$ cat src/rtl/fetch_unit.sv
// Instruction-fetch stage: owns the fetch PC, issues credit-limited in-order word
// requests, buffers returned words for decode and drives R15 (next_pc).
module fetch_unit #(
  parameter logic [31:0] RESET_PC   = 32'h0000_0000,
  parameter int          FIFO_DEPTH = 2
) (
  input  logic        clk,
  input  logic        rst_n,
  output logic        imem_req,
  output logic [31:0] imem_addr,
  input  logic        imem_gnt,
  input  logic        imem_rvalid,
  input  logic [31:0] imem_rdata,
  output logic        instr_valid,
  output logic [31:0] instr,
  output logic [31:0] instr_pc,
  input  logic        instr_ready,
  input  logic        redirect,
  input  logic [31:0] redirect_pc,
  output logic [31:0] next_pc
);

  localparam int CW = $clog2(FIFO_DEPTH) + 1;
  localparam int PW = (FIFO_DEPTH > 1) ? $clog2(FIFO_DEPTH) : 1;

  logic [31:0]   fetch_pc;
  logic [31:0]   resp_pc;
  logic [CW-1:0] outstanding;
  logic [CW-1:0] discard_cnt;
  logic [CW-1:0] count;
  logic [PW-1:0] rd_ptr;
  logic [PW-1:0] wr_ptr;
  logic [31:0]   buf_instr [FIFO_DEPTH];
  logic [31:0]   buf_pc    [FIFO_DEPTH];

  logic          issue;
  logic          resp;
  logic          push;
  logic          pop;
  logic [CW:0]   in_use;

  function automatic logic [PW-1:0] next_ptr(input logic [PW-1:0] p);
    next_ptr = (p == PW'(FIFO_DEPTH - 1)) ? '0 : p + 1'b1;
  endfunction

  // Handshakes: a transfer happens only in a cycle where both valid (req/rvalid)
  // and ready (gnt/instr_ready) are high; valid never depends on ready.
  // Every issued request reserves a buffer slot, so the buffer cannot overflow.
  assign in_use   = {1'b0, outstanding} + {1'b0, count};
  assign imem_req = rst_n && !redirect && (in_use < (CW+1)'(FIFO_DEPTH));
  assign issue    = imem_req && imem_gnt;
  assign resp     = imem_rvalid && (outstanding != '0);
  assign push     = resp && (discard_cnt == '0) && !redirect;
  assign pop      = instr_valid && instr_ready && !redirect;

  assign imem_addr   = fetch_pc;
  assign next_pc     = fetch_pc;
  assign instr_valid = (count != '0);
  assign instr       = buf_instr[rd_ptr];
  assign instr_pc    = buf_pc[rd_ptr];

  always_ff @(posedge clk) begin
    if (!rst_n) begin
      fetch_pc    <= RESET_PC;
      resp_pc     <= RESET_PC;
      outstanding <= '0;
      discard_cnt <= '0;
      count       <= '0;
      rd_ptr      <= '0;
      wr_ptr      <= '0;
    end else if (redirect) begin
      // Everything still in flight (minus a response landing now) must be dropped.
      fetch_pc    <= redirect_pc & ~32'h3;
      resp_pc     <= redirect_pc & ~32'h3;
      outstanding <= outstanding - CW'(resp);
      discard_cnt <= outstanding - CW'(resp);
      count       <= '0;
      rd_ptr      <= '0;
      wr_ptr      <= '0;
    end else begin
      if (issue) fetch_pc <= fetch_pc + 32'd4;
      outstanding <= outstanding + CW'(issue) - CW'(resp);
      if (resp && (discard_cnt != '0)) discard_cnt <= discard_cnt - 1'b1;
      if (push) begin
        resp_pc <= resp_pc + 32'd4;
        wr_ptr  <= next_ptr(wr_ptr);
      end
      if (pop) rd_ptr <= next_ptr(rd_ptr);
      count <= count + CW'(push) - CW'(pop);
    end
  end

  always_ff @(posedge clk) begin
    if (push) begin
      buf_instr[wr_ptr] <= imem_rdata;
      buf_pc[wr_ptr]    <= resp_pc;
    end
  end

endmodule

$ cat config.mk
export PLATFORM = sky130hd
export DESIGN_NAME = fetch_unit
export DESIGN_NICKNAME = d
export VERILOG_FILES = /design/src/rtl/fetch_unit.sv
export SDC_FILE = /design/constraint.sdc
export NUM_CORES = 1
export LEC_CHECK = 0
export CAP_MARGIN = 25
export CORE_MARGIN = 5
export CORE_UTILIZATION = 54
export CTS_CLUSTER_DIAMETER = 150
export DETAILED_ROUTE_END_ITERATION = 10
export HOLD_SLACK_MARGIN = 0.02
export PLACE_DENSITY = 0.95
export SETUP_SLACK_MARGIN = 0.02
export SYNTH_ARGS = -nofsm -noshare
export SYNTH_HDL_FRONTEND = slang
export SYNTH_SLANG_ARGS = --single-unit
export TNS_END_PERCENT = 30
$ cat constraint.sdc
create_clock -name clk -period 7.5 [get_ports clk]
set_input_delay 1.5 -clock clk [delete_from_list [all_inputs] [get_ports clk]]
set_output_delay 1.5 -clock clk [all_outputs]
set_load 0.01 [all_outputs]
After elaboration in Yosys (flattened, before gate mapping). Memories as Yosys holds them, arrays and structs flattened. A register that Yosys moved wholly into a read port is not among the register bits. Cells that the tools add are included.

Flip-flop bits (word level): 72. RAM bits: 128. Output and inout bits: 130. Word-level logic and storage cells: 57. Memories: 2.

$add $sub $neg: 11. Magnitude comparators: 1. Mux-type cells: 15. Bitwise operators: 1. Reduce and logical (&&, ||, !) cells: 18.

Memories: buf_instr (words 2, bits a word 32, rd ports 1, clocked after Yosys merged registers in 1, write ports 1, line 33) `logic [31:0] buf_instr [FIFO_DEPTH];`; buf_pc (words 2, bits a word 32, rd ports 1, clocked after Yosys merged registers in 1, write ports 1, line 34) `logic [31:0] buf_pc [FIFO_DEPTH];`.

Operators with widths (count): 32-bit two-way mux (4); 32-bit by 3-bit adder with 32-bit output, second input constant (2); 2-bit nonzero test (6); 1-bit logical AND (9); 1-bit two-way mux (8); 2-bit two-way mux (3); 2-bit by 1-bit subtractor with 2-bit output (3); 2-bit by 1-bit adder with 2-bit output (2); 2-bit by 2-bit adder with 3-bit output (1); 3-bit by 2-bit less-than comparator with 1-bit output, second input constant (1); 1-bit adder, second input constant (2); 2-bit logical NOT (1); 2-bit OR reduction (1); 2-bit by 1-bit subtractor with 2-bit output, second input constant (1); 1-bit logical NOT (1); 1-bit inverter (1).

Depth between registers and ports, before layout. Gate-level depths: netlist of the first run.

Word-level depth: 7. Gate-level depth with buffers: 11.

Worst setup path after synthesis of the first run. No wires, ideal clock.

Path type: input to register. From: input redirect. To: memory buf_instr[0][0], enable pin. Arrival: 4.765 ns. Required time: 7.018 ns. Path slack: 2.253 ns. Stages: 5. Buffers on the path: 2. Cell sequence: clkbuf_1 > inv_1 > clkbuf_1 > nand2_1 > nor2_1.

Word-level cells in the longest chain between the ends: 4.

RTL lines: start: declaration (line 18) `input logic redirect,`; 1-bit logical NOT (line 53) `assign push = resp && (discard_cnt == '0) && !redirect;`; 1-bit logical AND (line 53); 1-bit two-way mux (line 94) `if (push) begin`; 1-bit two-way mux (not written as such) (line 95) `buf_instr[wr_ptr] <= imem_rdata;`; end: declaration (line 33).

No other way between the ends.

Worst setup path after layout of the first run.
From: input rst_n. To: output imem_req.

Word-level cells in the longest chain between the ends: 2.

RTL lines: start: declaration (line 8) `input logic rst_n,`; 1-bit logical AND (2 in series) (line 50) `assign imem_req = rst_n && !redirect && (in_use < (CW+1)'(FIFO_DEPTH));`; end: declaration (line 9) `output logic imem_req,`.

No other way between the ends.

==> results of run 1 <==
==> path summary, 6_finish.rpt <==
| path | startpoint | endpoint | slack, ps | cells past startpoint |
|---|---|---|---|---|
| setup / recovery | rst_n | imem_req | 2680 | 5 |
| hold / removal | resp_pc[31]$_SDFFE_PN0P_ | buf_pc[0][31]$_DFFE_PP_ | 490 | 0 |
| setup reg to reg | outstanding[0]$_SDFF_PN0_ | outstanding[1]$_SDFF_PN0_ | 4420 | 12 |
| hold reg to reg | resp_pc[31]$_SDFFE_PN0P_ | buf_pc[0][31]$_DFFE_PP_ | 490 | 0 |
==> cell type report <==
type,count,share of cell area [%]
Sequential cell,193,47.2
Multi-Input combinational cell,410,27.0
Tap cell,211,2.44
Timing Repair Buffer,198,18.2
Inverter,8,0.278
Clock inverter,8,0.533
Clock buffer,24,4.28
==> power groups by stage <==
stage	sequential [mW]	combinational [mW]	clock, mW
floorplan	1.26	0.181	0
global placement	1.27	0.328	0
detailed placement	1.27	0.337	0
finish	1.25	0.339	0.814
global route	1.26	0.369	0.872
CTS	1.25	0.341	0.822
==> sequential cells by signal, indices dropped and copies added (netlist names), named ones only <==
| register | flops |
|---|---|
| buf_pc | 60 |
| resp_pc | 30 |
| imem_addr | 30 |
| wr_ptr | 1 |
| outstanding | 2 |
| count | 2 |
| buf_instr | 64 |
| discard_cnt | 2 |
| rd_ptr | 1 |
==> synth_stat cells (3+ instances only) <==
cell / count / share of area [%]
edfxtp_1: 124 / 44
dfxtp_1: 69 / 16
mux2_2: 63 / 8.4
a21oi_1: 51 / 3.0
nand2_1: 38 / 1.7
buf_4: 36 / 3.2
o21ai_0: 33 / 2.0
xnor2_1: 32 / 3.3
clkbuf_1: 22 / 0.98
nand3_1: 21 / 1.2
xor2_1: 21 / 2.2
nand4_1: 19 / 1.4
nor4_1: 15 / 1.1
nor2_1: 12 / 0.53
nor3_1: 12 / 0.71
and3_1: 11 / 0.82
and2_1: 9 / 0.67
a21boi_0: 8 / 0.71
ha_1: 8 / 1.2
inv_1: 8 / 0.36
and4_1: 5 / 0.52
buf_1: 5 / 0.22
nor2b_1: 5 / 0.37
buf_2: 4 / 0.24
o21a_1: 4 / 0.36
nand2b_1: 3 / 0.22
o211ai_1: 3 / 0.27
==> cells in the final DEF (no fill, tap or decap), types with 4 or more instances in the layout <==
cell type        count
nor2b_1              5
a21boi_0             8
nand3_1             21
o21ai_0             33
nand2_1             38
conb_1               6
o21a_1               4
edfxtp_1           124
inv_1                7
and2_1               9
and3_1              10
nor4_1              15
and4_1               5
clkbuf_16           17
a21oi_1             51
mux2_2              63
nand4_1             19
ha_1                 8
clkdlybuf4s50_1    191
clkbuf_1             5
xor2_1              21
nor2_1              11
xnor2_1             32
dfxtp_1             68
nor3_1              12
buf_4                7
==> routing by layer <==
layer | global-route usage, % | up-vias
li1 | - | 2765
met3 | 5.48 | 45
met4 | 8.82 | 0
met5 | 0 | -
met1 | 28.5 | 2910
met2 | 35.3 | 365
==> kinds of logic (layout without fill, tap and decap cells) <==
logic type                 after synthesis  after routing  share of synthesized area (%)
DFF                                    193            193                           60.6
buffers and inverters                   75            238                           5.01
xor gates and xnor gates                53             53                           5.51
other                                    1              6                         0.0445
muxes                                   65             65                           8.66
AOI/OAI and AO/OA                      115            115                           8.02
and+or+nand+nor                        162            162                           10.7
adders and majority gates                9              9                           1.43
==> flow_summary_export.csv, run 1 <==
group,metric,value,unit
finish,fin_cells,1052,
yosys,avgSynthCellArea,12.5,um2
cts,clk_pin_slew,70,ps
yosys,ys_ff_latch,193,
placed_design,placed_cells,1020,
power_and_ir_drop,p_sw_share,24.5,%
global_routing,grt_max_degree,87,
placed_design,dp_slack,2690,ps
placed_design,io_buffer_count,191,
drt,ant_nets,0,
timing,slew_headroom,45.1,%
power_and_ir_drop,switching_power,591,uW
yosys,ys_seq_area_share,60.6,%
timing,fmax,207,MHz
drt,wire_per_inst,19.1,um
power_and_ir_drop,intPower,1.82,mW
global_routing,grt.overflow.total,0,
setup_path,cp-end-kind,"primary output",
cts,insertion_delay,420,ps
timing,fin_hold_ws,493,ps
floorplan,die_x,135,um
power_and_ir_drop,vdd_drop_max,0.175,mV
drt,drt_iter0_markers,571,
drt,drt-met1-wl,8160,um
yosys,synthCells,673,
timing,layout_setup_ws,2680,ps
drt,avgViaCountPerCell,5.78,
finish,multi_input_area,2920,um2
setup_path,slowest_stage,"clkdlybuf4s50_1",
finish,fill_cells,1026,
cts,cts_sinks,193,
finish,antennaDiodeCount,0,
setup_path,cp_max_fo,50,
floorplan,start_util,55.2,%
setup_path,slowest_delay,560,ps
timing,finalMaxSlewViolations,0,
placed_design,dp_hpwl,13900,um
cts,clock-root-buffer,"clkbuf_16",
global_routing,antenna_found_initial,0,
floorplan,die_h,135,um
drt,drc,0,
floorplan,die_area,18200,um2
floorplan,io_pins,200,
timing,skew,9.56,ps
finish,layout-drive-gt1-share,13.0,%
finish,final_area,10800,um2
power_and_ir_drop,power.total,2.41,mW
yosys,ys_types,49,
status,outcome,"finished, final reports clean",
global_routing,grt_pass1_wl,31400,um
yosys,ys.flop_type,"edfxtp_1",
timing,fin_setup_tns,0,ps
power_and_ir_drop,power_density,223,nW/um2
yosys,async_flop_share,0,%
cts,cts_setup_buffers,0,
floorplan,rows,45,
timing,tightest_slew,823,ps
setup_path,cpLargestDelayFamily,"buffers and inverters",
power_and_ir_drop,seqPwrFrac,52.1,%
floorplan,core,15300,um2
cts,numCtsBuffers,17,
yosys,synth_area,8420,um2
timing,rsz0062_at_grt,"no",
setup_path,cp_num_buf_inv,3,
cts,cts_tree,"built",
setup_path,crit_top_cell,"clkdlybuf4s50_1",
timing,hold_viol,0,
timing,finalSetupViolations,0,
global_routing,grt_usage,21.9,%
drt,dr.pass1.iters,5,
finish,finish.utilization,70.8,%
setup_path,crit_type,"in -> out",
run,cap_viol_max_count,0,
global_routing,grt_pass1_vias,6067,
drt,topRoutingLayerUsed,"met4",
power_and_ir_drop,combPwrFrac,14.1,%
power_and_ir_drop,p_leak,3.61,nW
drt,wl,20100,um
cts,cts_buffer_depth,2,
placed_design,place.gp.congestion,0.900,
cts,post_cts_resized,0,
drt,dr_wl_met2,9450,um
power_and_ir_drop,p_clk_share,33.8,%
finish,syn2layout_area_growth,28.3,%
timing,finalCriticalPeriod,4820,ps
timing,timing.final.crit_share,64.3,%
setup_path,arrival,3320,ps
setup_path,worst-endpoint-required,6000,ps
drt,via_count,6085,
yosys,synth_edf_count,124,
cts,h-tree-depth,4,
finish,regArea,5110,um2
placed_design,postPlaceCellArea,10300,um2
worst_hold_path,hp-class,"reg -> reg",
drt,route.met3.wl,1960,um
cts,hold_buffers,0,
setup_path,start_kind,"input port",
yosys,yosys_warnings,0,
setup_path,cp_cell_sequence,"clkdlybuf4s50_1, buf_4, nand2_1, nor3_1, clkdlybuf4s50_1",
finish,nets,907,
No activity file was read; power rests on OpenSTA's default activity.
==> run 2, diff against run 1 <==
CORE_UTILIZATION = 45   (was 54)
PLACE_DENSITY = 0.88   (was 0.95)
clock period = 4.1 ns   (was 7.5 ns; I/O delays follow)
==> flow_summary_export.csv, run 2 (synthesis results as in run 1) <==
group,metric,value,unit
status,outcome,"finished, final reports clean",
worst_hold_path,hold_depth,0,
setup_path,start_kind,"input port",
finish,layout-drive-gt1-share,13.8,%
setup_path,worst-endpoint-required,3280,ps
timing,layout_setup_ws,854,ps
floorplan,die_x,147,um
global_routing,grt_max_degree,74,
power_and_ir_drop,p_leak,3.67,nW
global_routing,grt_pass1_vias,5981,
drt,wl,19900,um
setup_path,cp-end-kind,"primary output",
finish,antennaDiodeCount,0,
placed_design,dp_hpwl,13800,um
cts,cts_buffer_depth,2,
timing,timing.final.crit_share,79.2,%
timing,finalSetupViolations,0,
drt,drc,0,
drt,ant_nets,0,
cts,cts_setup_buffers,0,
cts,clock-root-buffer,"clkbuf_16",
placed_design,dp_slack,854,ps
timing,fmax,308,MHz
finish,final_common_cell,"clkdlybuf4s50_1",
cts,cts_tree,"built",
floorplan,die_area,21600,um2
finish,final_cell_mix,"clkdlybuf4s50_1 (191), edfxtp_1 (124), dfxtp_1 (68), mux2_2 (63), a21oi_1 (51)",
finish,largest_reg_flops,64,
placed_design,postPlaceCellArea,10400,um2
finish,final_area,10900,um2
setup_path,arrival,2430,ps
timing,finalCriticalPeriod,3250,ps
drt,dr.pass1.iters,7,
drt,wire_per_inst,18.5,um
timing,fin_setup_tns,0,ps
finish,fin_cells,1077,
floorplan,core,18600,um2
timing,fin_hold_ws,510,ps
timing,hold_viol,0,
timing,rsz0062_at_grt,"no",
cts,insertion_delay,430,ps
worst_hold_path,hp-class,"reg -> reg",
timing,finalMaxSlewViolations,0,
floorplan,die_h,147,um
finish,nets,909,
global_routing,grt_pass1_wl,31300,um
placed_design,io_buffer_count,191,
timing,skew,9.54,ps
finish,top_regs,"buf_instr (64), buf_pc (60)",
power_and_ir_drop,power_density,415,nW/um2
finish,syn2layout_area_growth,30.0,%
floorplan,start_util,45.3,%
timing,slew_headroom,50.9,%
setup_path,cp_max_fo,11,
global_routing,antenna_found_initial,0,
finish,max_flop_register,"buf_instr",
run,cap_viol_max_count,0,
cts,hold_buffers,0,
cts,cts_sinks,193,
setup_path,crit_type,"in -> out",
placed_design,place.gp.congestion,0.879,
drt,drt_iter0_markers,368,
cts,numCtsBuffers,17,
timing,tightest_slew,729,ps
power_and_ir_drop,vdd_drop_max,0.264,mV
global_routing,grt.overflow.total,0,
cts,clk_pin_slew,70,ps
cts,post_cts_resized,0,
placed_design,placed_cells,1045,
floorplan,io_pins,200,
cts,h-tree-depth,4,
setup_path,ff2ff_path_depth,12,
global_routing,grt_usage,18.3,%
drt,via_count,5986,
floorplan,rows,50,
drt,avgViaCountPerCell,5.56,
## run 2: path summary, 6_finish.rpt
path,start,endpoint,slack [ps]
hold / removal,resp_pc[30]$_SDFFE_PN0P_,buf_pc[0][30]$_DFFE_PP_,510
hold reg to reg,resp_pc[30]$_SDFFE_PN0P_,buf_pc[0][30]$_DFFE_PP_,510
setup / recovery,rst_n,imem_req,850
setup reg to reg,outstanding[0]$_SDFF_PN0_,outstanding[1]$_SDFF_PN0_,1100
## run 2: worst max-delay path, stage by stage
cell and delay (ps):
clkdlybuf4s50_1 680, nand2_1 190, nor3_1 170, clkdlybuf4s50_1 560
## run 2: stage by stage
stage                     util, %  power (mW)
after floorplan                 -        2.64
after global placement       55.7        2.93
after detailed placement     55.7        2.95
after CTS                    58.9        4.59
after global routing         58.9        4.72
final                        58.9        4.54
## run 2: cell type report
class                   instances  area [um2]
fillers                      1427        7630
flip-flops and latches        193        5110
multi-input cells             410        2920
repair buffers                200        2000
clock buffers                  21         503
well taps                     234         293
clock inverters                11        90.1
inverters                       8        30.0
## run 2: routing by layer
layer | track usage, % | wire, um | vias to the layer above
li1 | - | - | 2783
met1 | 24.9 | 8560 | 2845
met2 | 28.5 | 9010 | 313
met3 | 4.35 | 1830 | 45
met4 | 7.24 | 541 | 0
met5 | 0 | 0 | -
## run 2: where the power goes
group / internal, mW / switching (mW) / total, mW
sequential: 2.19 / 0.102 / 2.29
combinational: 0.338 / 0.285 / 0.624
clock: 0.897 / 0.732 / 1.63
==> run 3, diff against run 2 <==
clock period = 2.7 ns   (was 4.1 ns; I/O delays follow)
==> flow_summary_export.csv, run 3 (synthesis results as in run 1) <==
group,metric,value,unit
cts,clock-root-buffer,"clkbuf_16",
setup_path,slowest_stage,"clkdlybuf4s50_1",
finish,nets,919,
finish,fill_cells,1459,
power_and_ir_drop,p_sw_share,24.3,%
drt,wl,20200,um
cts,cts_setup_buffers,0,
timing,finalCriticalPeriod,2560,ps
power_and_ir_drop,switching_power,1.70,mW
placed_design,dp_hpwl,14000,um
status,outcome,"finished, final reports clean",
timing,fin_setup_tns,0,ps
cts,cts_tree,"built",
placed_design,place.gp.congestion,0.871,
setup_path,cp-end-kind,"primary output",
timing,rsz0062_at_grt,"no",
cts,cts_sinks,193,
timing,hold_viol,0,
global_routing,antenna_found_initial,0,
drt,drt_iter0_markers,382,
drt,avgViaCountPerCell,5.50,
global_routing,grt_usage,18.5,%
global_routing,grt_pass1_wl,31800,um
timing,fmax,390,MHz
power_and_ir_drop,p_clk_share,36.2,%
placed_design,io_buffer_count,191,
global_routing,grt_max_degree,70,
power_and_ir_drop,vdd_drop_max,0.437,mV
floorplan,die_area,21600,um2
finish,layout-drive-gt1-share,14.9,%
setup_path,arrival,2020,ps
run,cap_viol_max_count,0,
cts,post_cts_resized,0,
finish,final_common_cell,"clkdlybuf4s50_1",
finish,final_cell_mix,"clkdlybuf4s50_1 (190), edfxtp_1 (124), dfxtp_1 (68), mux2_2 (63), a21oi_1 (51)",
cts,numCtsBuffers,17,
timing,finalSetupViolations,0,
timing,skew,8.93,ps
power_and_ir_drop,seqPwrFrac,49.6,%
drt,via_count,5981,
global_routing,grt.overflow.total,0,
finish,syn2layout_area_growth,31.4,%
cts,hold_buffers,0,
floorplan,start_util,45.3,%
worst_hold_path,hold_depth,0,
cts,cts_buffer_depth,2,
finish,finish.utilization,59.6,%
worst_hold_path,hp-class,"reg -> reg",
floorplan,rows,50,
setup_path,slowest_delay,540,ps
drt,wire_per_inst,18.6,um
power_and_ir_drop,p_leak,3.75,nW
setup_path,start_kind,"flop",
floorplan,die_h,147,um
timing,finalMaxSlewViolations,0,
finish,top_regs,"buf_instr (64), buf_pc (60)",
timing,slew_headroom,54.2,%
cts,h-tree-depth,4,
floorplan,die_x,147,um
cts,clk_pin_slew,70,ps
setup_path,cp_max_fo,62,
setup_path,cp_cell_sequence,"buf_12, mux2_2, clkdlybuf4s50_1",
setup_path,worst-endpoint-required,2160,ps
setup_path,crit_type,"reg -> out",
timing,tightest_slew,680,ps
power_and_ir_drop,combPwrFrac,14.2,%
finish,antennaDiodeCount,0,
timing,timing.final.crit_share,94.9,%
drt,ant_nets,0,
power_and_ir_drop,power_density,631,nW/um2
finish,max_flop_register,"buf_instr",
floorplan,io_pins,200,
power_and_ir_drop,intPower,5.28,mW
global_routing,grt_pass1_vias,6124,
drt,dr.pass1.iters,5,
cts,insertion_delay,430,ps
finish,largest_reg_flops,64,
floorplan,core,18600,um2
setup_path,ff2ff_path_depth,8,
drt,drc,0,
==> run 3: final timing paths <==
| kind | startpoint | end | slack, ps |
|---|---|---|---|
| worst max-delay path | flop | instr_pc[12] | 140 |
| worst min register to register | resp_pc[31]$_SDFFE_PN0P_ | buf_pc[0][31]$_DFFE_PP_ | 480 |
| worst min-delay path | resp_pc[31]$_SDFFE_PN0P_ | buf_pc[0][31]$_DFFE_PP_ | 480 |
| worst max register to register | count[0]$_SDFF_PP0_ | imem_addr[23]$_SDFFE_PN0P_ | 230 |
==> run 3: power groups by stage <==
stage	clock network (mW)	registers, mW	logic [mW]
global route	2.70	3.48	1.08
finish	2.53	3.46	0.992
global placement	0	3.51	0.965
CTS	2.59	3.46	0.999
detailed placement	0	3.52	0.989
floorplan	0	3.50	0.505
==> run 3: layout make-up <==
type	instances	area (um2)	share of cell area (%)
inverters	8	30.0	0.271
repair buffers	210	2110	19.0
flip-flops and latches	193	5110	46.1
clock buffers	20	489	4.42
well taps	234	293	2.65
clock inverters	12	113	1.02
multi-input cells	410	2930	26.5
==> run 3: per-layer routing <==
metal	vias up	wire length [um]	GRT usage, %
met5	-	0	0
met1	2872	8730	24.0
li1	2795	-	-
met2	284	9530	30.1
met4	0	420	6.35
met3	30	1560	5.15
==> run 3: critical path: cells and delay by family (launching register included) <==
family / cells / cell delay [ps]
buffers and inverters: 2 / 840
muxes: 1 / 390
DFF: 1 / 340
==> run 3: metrics by stage <==
step           instances  cell area (um2)  power [mW]  setup slack, ps  hold WS (ps)
2_1_floorplan        678             8450        4.00             -394           447
3_3_place_gp        1055            10500        4.47             80.0           457
3_5_place_dp        1055            10500        4.51             85.8           467
4_1_cts             1087            11100        7.04             27.4           483
5_1_grt             1087            11100        7.26             56.2           501
6_report            1087            11100        6.98              137           480
==> variant (config.mk and constraints of run 3) <==
Set the parameter `FIFO_DEPTH` to 1 (it was 2).
--- a/src/rtl/fetch_unit.sv
+++ b/src/rtl/fetch_unit.sv
@@ -2,7 +2,7 @@
 // requests, buffers returned words for decode and drives R15 (next_pc).
 module fetch_unit #(
   parameter logic [31:0] RESET_PC   = 32'h0000_0000,
-  parameter int          FIFO_DEPTH = 2
+  parameter int          FIFO_DEPTH = 1
 ) (
   input  logic        clk,
   input  logic        rst_n,
Formal check against the unedited RTL: not equivalent (a bounded check fails within 4 cycles, from zero or initial values and one cycle with rst_n low).
==> variant against run 3 <==
Sequential cell count down 68; worst setup slack better by 0.023 ns; clock power down 8.3%; largest power group is now clock; non-clock buffer count down 5; worst hold slack worse by 0.00081 ns; synthesized area down 33%; routed wire length down 21%; power down 29%; register-to-register slack better by 0.29 ns; synthesized cell count down 22%; final area down 26%; highest routed layer unchanged; critical path type is now primary input to primary output; combinational power down 51%; die area down 31%.
==> variant: results (changes against run 3) <==
| Metric | Value |
|---|---|
| Outcome | `finished, final reports clean` |
| Internal cell power | `3.86 mW (-27%)` |
| Top sig layer | `met4` |
| First-pass GRT wire length | `24.2 mm (-24%)` |
| Violation count after the first detailed-routing iteration | `428 (+12%)` |
| Vias in the first global route | `4,642 (-24%)` |
| Post-synth EDFFs | `62 (-50%)` |
| R2R cell count | `6 (-2)` |
| Total power | `4.96 mW (-29%)` |
| M2 GR Usage | `0.336 (+0.0349)` |
| Crit path largest cell delay | `0.62 ns (+0.08 ns)` |
| # Post-CTS Setup Buffers | `0 (unchanged)` |
| CTS H-tree depth | `4 (unchanged)` |
| DP HPWL | `11.5 mm (-17%)` |
| Fillers | `929 (-36%)` |
| Logic pwr share | `0.098 (-0.044)` |
| Area post-placement | `7560 um2 (-28%)` |
| Hold path depth | `0 (unchanged)` |
| Max IR drop VDD | `0.441 mV (+0.98%)` |
| Max reg flops | `32 (-50%)` |
| Share of cells above drive strength 1 | `0.0914 (-0.0575)` |
| Setup Skew | `0.00940 ns (+0.000475 ns)` |
| Syn. warnings | `0 (unchanged)` |
| Sequential share of the synthesized area | `0.553 (-0.0532)` |
| Post-DR vias/cell | `5.44 (-1.2%)` |
| Crit Path Max Fanout | `4 (-94%)` |
| Met1 Track Usage GR | `0.249 (+0.00937)` |
| WP data arrival | `2.00 ns (-0.02 ns)` |
| Initial antenna violation count | `0 (unchanged)` |
| Crit path max-delay cell type | `clkdlybuf4s50_1` |
| Area growth from synthesis to layout | `44.6%` |
| Cell count after placement | `851 (-19%)` |
| M1 wire length | `6.43 mm (-26%)` |
| Clock slew at reported path FFs | `0.05 ns (-0.02 ns)` |
| Gpl congestion | `0.913 (+4.8%)` |
| Met3 wire len | `1.56 mm (+0.13%)` |
| Reg with most FFs | `buf_instr` |
| TritonCTS Buffers | `17 (unchanged)` |
| Dominant synthesized flop cell | `dfxtp_1` |
| Post-Route WL | `15.9 mm (-21%)` |
| Pleak | `2.81 nW (-25%)` |
| Nets@finish | `770 (-16%)` |
| Ant. Diodes | `0 (unchanged)` |
| Met3 Resource Use GR | `0.0701 (+0.0186)` |
| DR WL/cell | `18.0 um (-3.2%)` |
| Skew-Pair Late Insertion Delay | `0.41 ns (-0.02 ns)` |
| Pin count of the biggest net entering global routing | `64 (-8.6%)` |
| Cells after synthesis | `528 (-22%)` |
| Bufs on Longest Clock Path | `2 (unchanged)` |
| Gr usage total | `0.208 (+0.0230)` |
| Worst Max-Slew Pin Slew | `0.851 ns (+0.170 ns)` |
| Most instantiated cells after synthesis | `dfxtp_1, edfxtp_1, a21oi_1, nand2_1, buf_4` |
| Met2 wire len | `7.44 mm (-22%)` |
| Crit-path leading delay family | `buffers and inverters` |
| Post-synth cell types | `59 (+20%)` |
| PostCTS Resize Cnt | `0 (unchanged)` |
| 1st-pass router iterations | `5 (unchanged)` |
| Synth area leaders | `edfxtp_1, dfxtp_1, buf_4` |
| Sequential power | `2.16 mW (-38%)` |
| DP Worst Slack | `0.150 ns (+0.0646 ns)` |
[variant: cell families (layout without fill, tap and decap cells)]
kind of cell | Yosys count | count (layout) | synth area share
other | 1 | 6 | 0.000664
AO/OA/AOI/OAI | 110 | 110 | 0.116
adder cells (fa/ha/maj) | 2 | 2 | 0.00443
buffers and inverters | 69 | 247 | 0.0724
XOR/XNOR | 42 | 42 | 0.0651
flip-flops | 125 | 125 | 0.553
multiplexers | 6 | 6 | 0.0115
AND/OR/NAND/NOR | 173 | 173 | 0.177
[variant: layout make-up]
cell class / count / area share
clock buffers: 18 / 0.0526
clock inverters: 14 / 0.0216
inverters: 10 / 0.00460
multi-input cells: 339 / 0.262
flip-flops and latches: 125 / 0.382
well taps: 172 / 0.0264
repair buffers: 205 / 0.250
[variant: final timing paths]
check	start	endpoint	slack, ns
max	redirect	imem_req	0.16
min	resp_pc[28]	buf_pc[0][28]	0.48
max reg2reg	imem_addr[2]	imem_addr[20]	0.52
min reg2reg	resp_pc[28]	buf_pc[0][28]	0.48
